### config.mk
export PLATFORM = sky130hd
export DESIGN_NAME = bw_mac_accumulator
export DESIGN_NICKNAME = d
export VERILOG_FILES = /design/src/rtl/bw_mac_accumulator.sv
export SDC_FILE = /design/constraint.sdc
export NUM_CORES = 1
export LEC_CHECK = 0
export CAP_MARGIN = 20
export CORE_ASPECT_RATIO = 1.5
export CORE_UTILIZATION = 50
export DETAILED_ROUTE_END_ITERATION = 12
export GPL_ROUTABILITY_DRIVEN = 1
export PLACE_DENSITY = 0.77
export SYNTH_ARGS = -nofsm -noshare
export SYNTH_HDL_FRONTEND = slang
export SYNTH_SLANG_ARGS = --single-unit
### constraint.sdc
create_clock -name clk -period 3 [get_ports clk]
set_input_delay 0.6 -clock clk [delete_from_list [all_inputs] [get_ports clk]]
set_output_delay 0.6 -clock clk [all_outputs]
set_load 0.03 [all_outputs]
### src/rtl/bw_mac_accumulator.sv
// bw_mac_accumulator
//   Signed multiply-accumulate back end for the 4-bit Baugh-Wooley multiplier.
//   Sums a group of 8-bit two's-complement products (closed by in_last), then
//   presents sum, beat count and overflow flag on a valid/ready result port.
//
//   Optional feature macro: BW_MAC_SATURATE_EN
//     defined   -> accumulator clamps to the signed ACC_W range on overflow
//     undefined -> accumulator wraps modulo 2^ACC_W
//
// Parameters:
//   ACC_W  accumulator / result width (two's complement, >= 8)
//   CNT_W  beat-counter width
//
// Ports:
//   clk        clock, rising edge
//   rst        synchronous active-high reset
//   in_valid   prod/in_last valid
//   in_ready   beat accepted this cycle (state ACC)
//   prod       signed product from the multiplier
//   in_last    beat closes the current group
//   out_valid  result registers hold a completed group (state HOLD)
//   out_ready  downstream takes the result
//   out_sum    signed group sum
//   out_count  beats in the group (saturating)
//   out_ovf    overflow occurred somewhere in the group

module bw_mac_accumulator #(
   parameter int ACC_W = 12,
   parameter int CNT_W = 5
) (
   input  logic               clk,
   input  logic               rst,
   input  logic               in_valid,
   output logic               in_ready,
   input  logic [7:0]         prod,
   input  logic               in_last,
   output logic               out_valid,
   input  logic               out_ready,
   output logic [ACC_W-1:0]   out_sum,
   output logic [CNT_W-1:0]   out_count,
   output logic               out_ovf
);

   localparam logic ST_ACC  = 1'b0;
   localparam logic ST_HOLD = 1'b1;

`ifdef BW_MAC_SATURATE_EN
   localparam logic [ACC_W-1:0] ACC_MAX = {1'b0, {(ACC_W-1){1'b1}}};
   localparam logic [ACC_W-1:0] ACC_MIN = {1'b1, {(ACC_W-1){1'b0}}};
`endif

   logic             state;
   logic [ACC_W-1:0] acc;
   logic [CNT_W-1:0] cnt;
   logic             ovf;

   logic [ACC_W:0]   sum_ext;
   logic             ovf_now;
   logic [ACC_W-1:0] acc_nxt;
   logic [CNT_W-1:0] cnt_nxt;

   assign in_ready  = (state == ST_ACC);
   assign out_valid = (state == ST_HOLD);

   // One guard bit: a disagreement between the top two bits of the
   // ACC_W+1-bit sum is exactly a signed overflow of the ACC_W result.
   always_comb begin
      sum_ext = {acc[ACC_W-1], acc} + {{(ACC_W-7){prod[7]}}, prod};
      ovf_now = sum_ext[ACC_W] ^ sum_ext[ACC_W-1];
`ifdef BW_MAC_SATURATE_EN
      if (ovf_now)
         acc_nxt = sum_ext[ACC_W] ? ACC_MIN : ACC_MAX;
      else
         acc_nxt = sum_ext[ACC_W-1:0];
`else
      acc_nxt = sum_ext[ACC_W-1:0];
`endif
      cnt_nxt = (cnt == '1) ? cnt : cnt + 1'b1;
   end

   always_ff @(posedge clk) begin
      if (rst) begin
         state     <= ST_ACC;
         acc       <= '0;
         cnt       <= '0;
         ovf       <= '0;
         out_sum   <= '0;
         out_count <= '0;
         out_ovf   <= '0;
      end else begin
         case (state)
            ST_ACC: begin
               if (in_valid) begin
                  if (in_last) begin
                     out_sum   <= acc_nxt;
                     out_count <= cnt_nxt;
                     out_ovf   <= ovf | ovf_now;
                     acc       <= '0;
                     cnt       <= '0;
                     ovf       <= '0;
                     state     <= ST_HOLD;
                  end else begin
                     acc <= acc_nxt;
                     cnt <= cnt_nxt;
                     ovf <= ovf | ovf_now;
                  end
               end
            end
            ST_HOLD: begin
               if (out_ready)
                  state <= ST_ACC;
            end
            default: state <= ST_ACC;
         endcase
      end
   end

endmodule

Yosys cells after proc, flatten, opt, wreduce, memory -nomap -nowiden --
Cells that the tools add are included.
Word-level totals: register bits after elaboration 37, memories 0, bits in latches 0, RAM bits 0, ROM bits 0, logic and storage cells 23
Operators by class: $lt $le $gt $ge 0, mux-type cells 8, multipliers 0, reduce and logical (&&, ||, !) cells 2, eq/ne operators 1, div/mod/pow operators 0, bitwise logic cells 3, shift-type cells 0, add/sub/neg operators 2
Operators by type and width (number):
- $add 12x8->13 | 1
- $mux 12 | 1
- $mux 5 | 2
- $add 5x1->5 const B | 1
- $eq 5x5->1 const B | 1
- $mux 1 | 4
- $reduce_and 3->1 | 1
- $pmux 1 s2 | 1
- $reduce_and 2->1 | 1
- $not 1->1 | 1
- $or 1x1->1 | 1
- $xor 1x1->1 | 1

Logic depth before layout (Yosys ltp) --
depth after elaboration 4, mapped depth 9, depth with buffers taken out 9

Least setup slack after synthesis --
No wires, ideal clock.
path type input-to-reg, from in prod[0], to reg acc[10], library setup time 0.117 ns, required time 2.883 ns, slack 0.719 ns, arrival time 2.164 ns, path buffers 0, stages 9, cell sequence ha_1 -> inv_1 -> fa_1 -> nor2b_1 -> o31a_1 -> a41oi_1 -> o21ai_1 -> xor2_1 -> a22o_1
Between the ends: word-level cells in the longest chain between the ends 2
RTL lines:
- from (decl) | RTL line 35 | input logic [7:0] prod,
- $add 12x8->13 | RTL line 68 | sum_ext = {acc[ACC_W-1], acc} + {{(ACC_W-7){prod[7]}}, prod};
- $mux 12 | RTL line 94 | if (in_last) begin
- to (signal assigned) | RTL line 103 | acc <= acc_nxt;
- to (decl) | RTL line 53 | logic [ACC_W-1:0] acc;
Every way passes these cells. A chain may end at the register's enable or synchronous reset.

Worst setup path after layout --
from in prod[0], to reg out_ovf
Between the ends: word-level cells in the longest chain between the ends 3
RTL lines:
- $add 12x8->13 | RTL line 68
- $xor 1x1->1 | RTL line 69 | ovf_now = sum_ext[ACC_W] ^ sum_ext[ACC_W-1];
- $or 1x1->1 | RTL line 97 | out_ovf <= ovf | ovf_now;
- to (signal assigned) | RTL line 97
- to (decl) | RTL line 41 | output logic out_ovf
Every way passes these cells.

==> key figures <==
Worst setup path
  • Crit path required time: 3.17 ns
  • Worst path cell trace: clkdlybuf4s50_1 > ha_1 > inv_1 > fa_1 > nor2b_1 > o31a_1 > a41oi_1 > o221ai_1 > xor2_1 > o21ai_0
  • CP Capture Type: register
  • Critical path's slowest cell: clkdlybuf4s50_1
  • Crit-path max FO: 4
  • WS Path Type: primary input to register
  • CP delay by family, top: compound AO/OA/AOI/OAI gates
  • Crit path DAT: between 2 and 3 ns
  • Slowest cell delay on critical path: 0.47 ns
  • WP buf/inv: 2
  • CP startpoint kind: primary input

Pwr
  • Sequential power share: 0.433
  • Pwr Density: between 500 and 600 mW/mm²
  • Leak Pwr: approximately 0.00096 µW
  • VDD IR max: just over 0.0004 V
  • P_sw: about 330 µW
  • Switching share of power: 0.268
  • Internal power: between 800 and 900 µW
  • Comb pwr share: 0.205
  • Power share of the clock group: 0.362
  • Final Power: 1220 µW

Global route
  • First-pass GRT wire length: 7270 µm
  • Number of global-route vias before repair: approximately 1,600
  • Total GRT Usage: 0.248
  • Largest net degree at the start of global routing: 18
  • Gr ovfl total: 0
  • Initial antenna violation count: 0

Synth
  • Library cells used by synthesis: 40
  • Prevailing post-synth register cell: dfxtp_1
  • Syn Inst Count: 200
  • Seq/Total Area, Yosys: 0.402
  • EDFF count, synth: 0
  • Top cells by area, synth: dfxtp_1 (40%), ha_1 (8.8%), a22o_1 (7.1%)
  • Mean Syn Cell Area: a little over 9 µm²
  • Syn_nets: ~230
  • Async set-or-reset flop fraction in the synthesized netlist: 0
  • Post-synth top area cell: dfxtp_1
  • Synth warn: 0
  • Mapped Area: around 0.0018 mm²
  • Yosys top cell area share: 0.402
  • Synth Register Bits: 37

Die
  • Die X: 51.6 µm
  • Die Ht: roughly 76 µm
  • Core area: 0.00345 mm²
  • IO Pins: 33
  • # rows: 26
  • Die area: slightly below 0.004 mm²
  • Starting Density: 0.534

Drt
  • 1st-iter DRT viols: between 40 and 50
  • Remaining antenna violation count: 0
  • WL per Instance: 15.7 µm
  • Drt total wl: roughly 4400 µm
  • DRC: 0
  • DR vias/cell: ~6
  • 1st-pass router iterations: 4
  • Vias post-DR: ~1,600

Clock tree
  • TritonCTS buffer count: 5
  • Clock Path Buffers: 2
  • Root buffer cell: clkbuf_8
  • # Post-CTS Setup Buffers: 0
  • Hold_buf cts: 0
  • Clock-pin slew on the worst setup and hold paths: about 0.070 ns
  • CTS sink cnt: 37
  • Post-cts sizing count: 0
  • Clk Latency, worst-skew pair: ~0.29 ns
  • H-Tree Depth: 2
  • TritonCTS clock tree: yes

Finish
  • Most frequent cells in the layout: dfxtp_1 (37), clkdlybuf4s50_1 (32), a21oi_1 (16), nor2_1 (16), a22o_1 (15)
  • Layout cells sized above 1: 0.0763
  • Fin nets: about 260
  • Area Growth Syn to Fin: 27.1%
  • N_diodes: 0
  • Non-filler cells, final: around 280
  • Final Cell Area: ~0.0023 mm²
  • Commonest non-fill, non-tap cell in the layout: dfxtp_1

Flow run
  • Max Cap Viol: 0

STA
  • Final setup violation count: 0
  • Final worst path period share: 0.906
  • Fin. Hold Viols: 0
  • RSZ-0062 raised after global routing: no
  • Slew Limit Fails: 0
  • Relative slew margins: 0.691
  • Worst slew pin tran: about 0.46 ns
  • Max Freq: between 300 and 400 MHz
  • Hold slack: about 0.44 ns
  • Period minus WS final: 2.72 ns
  • Setup Skew: 0.00490 ns

Run status
  • Status: finished, final reports clean

Placement
  • Dpl hpwl: around 3200 µm
  • Placed Area: about 0.0022 mm²
  • Buffers on Ports: 32
  • # placed instances: between 200 and 300
  • Placer Congestion: around 0.9

Min path
  • Worst min path class: register to register
cell usage after synthesis (all sizes together) (3+ instances only):
library cell	number
nand3	3
ha	13
inv	8
dfxtp	37
nand2	13
a22oi	8
nor2b	3
nor3	3
xnor2	8
and3	3
clkbuf	10
a41oi	3
xor2	3
a21oi	16
a22o	15
o21ai	12
nor2	16
through the flow:
stage               setup TNS (ns)   util  worst slack [ns]
global placement                 0  0.645             0.113
detailed placement      -0.0000202  0.645        -0.0000202
CTS                              0  0.679             0.297
global route                     0  0.679             0.123
finish                           0  0.679             0.282
floorplan                        0      -             0.719
worst min-delay path, delay by kind of cell (launching register included):
family        cells  cell delay, ns
flops             1            0.31
simple gates      2            0.09
area by class of cell:
cell class	instances	area (µm²)
fillers	308	1110
multi-input cells	144	1030
flip-flops and latches	37	741
repair buffers	39	373
clock buffers	7	86.3
well taps	42	52.6
clock inverters	1	30.0
inverters	8	30.0
metal layers:
layer  GRT usage  part of all wire  vias up
li1            -                 -      802
met1       0.295              0.42      762
met2       0.399              0.52       58
met3      0.0639             0.051        8
met4       0.127             0.017        0
met5           0                 0        -
power by group through the flow:
stage / Combinational, µW / Sequential (µW) / Clock [µW]
4_1_cts: 251 / 531 / 454
3_3_place_gp: 244 / 540 / 0
3_5_place_dp: 249 / 542 / 0
5_1_grt: 272 / 534 / 476
2_1_floorplan: 137 / 567 / 0
6_report: 251 / 531 / 443
state kept, by name (all words and copies together), names as in the netlist:
| signal | count |
|---|---|
| out_sum | 12 |
| acc | 12 |
| out_count | 5 |
| out_ovf | 1 |
| cnt | 5 |
| ovf | 1 |
| out_valid | 1 |
path summary, 6_finish.rpt:
| path | to | slack (ns) | start | cells after the start |
|---|---|---|---|---|
| min | out_count[4] | 0.44 | out_count[4] | 2 |
| min reg2reg | out_count[4] | 0.44 | out_count[4] | 2 |
| max | out_ovf | 0.28 | prod[0] | 10 |
| max reg2reg | out_ovf | 0.74 | acc[0] | 9 |
cell families after synthesis:
logic type / Yosys count / share of synthesized area
muxes: 2 / 0.0109
and+or+nand+nor: 45 / 0.110
xor gates and xnor gates: 11 / 0.0523
DFF: 37 / 0.402
buffers and inverters: 19 / 0.0394
AOI/OAI and AO/OA: 72 / 0.286
adders and majority gates: 14 / 0.0992
Power figures use the tool's default switching activity.
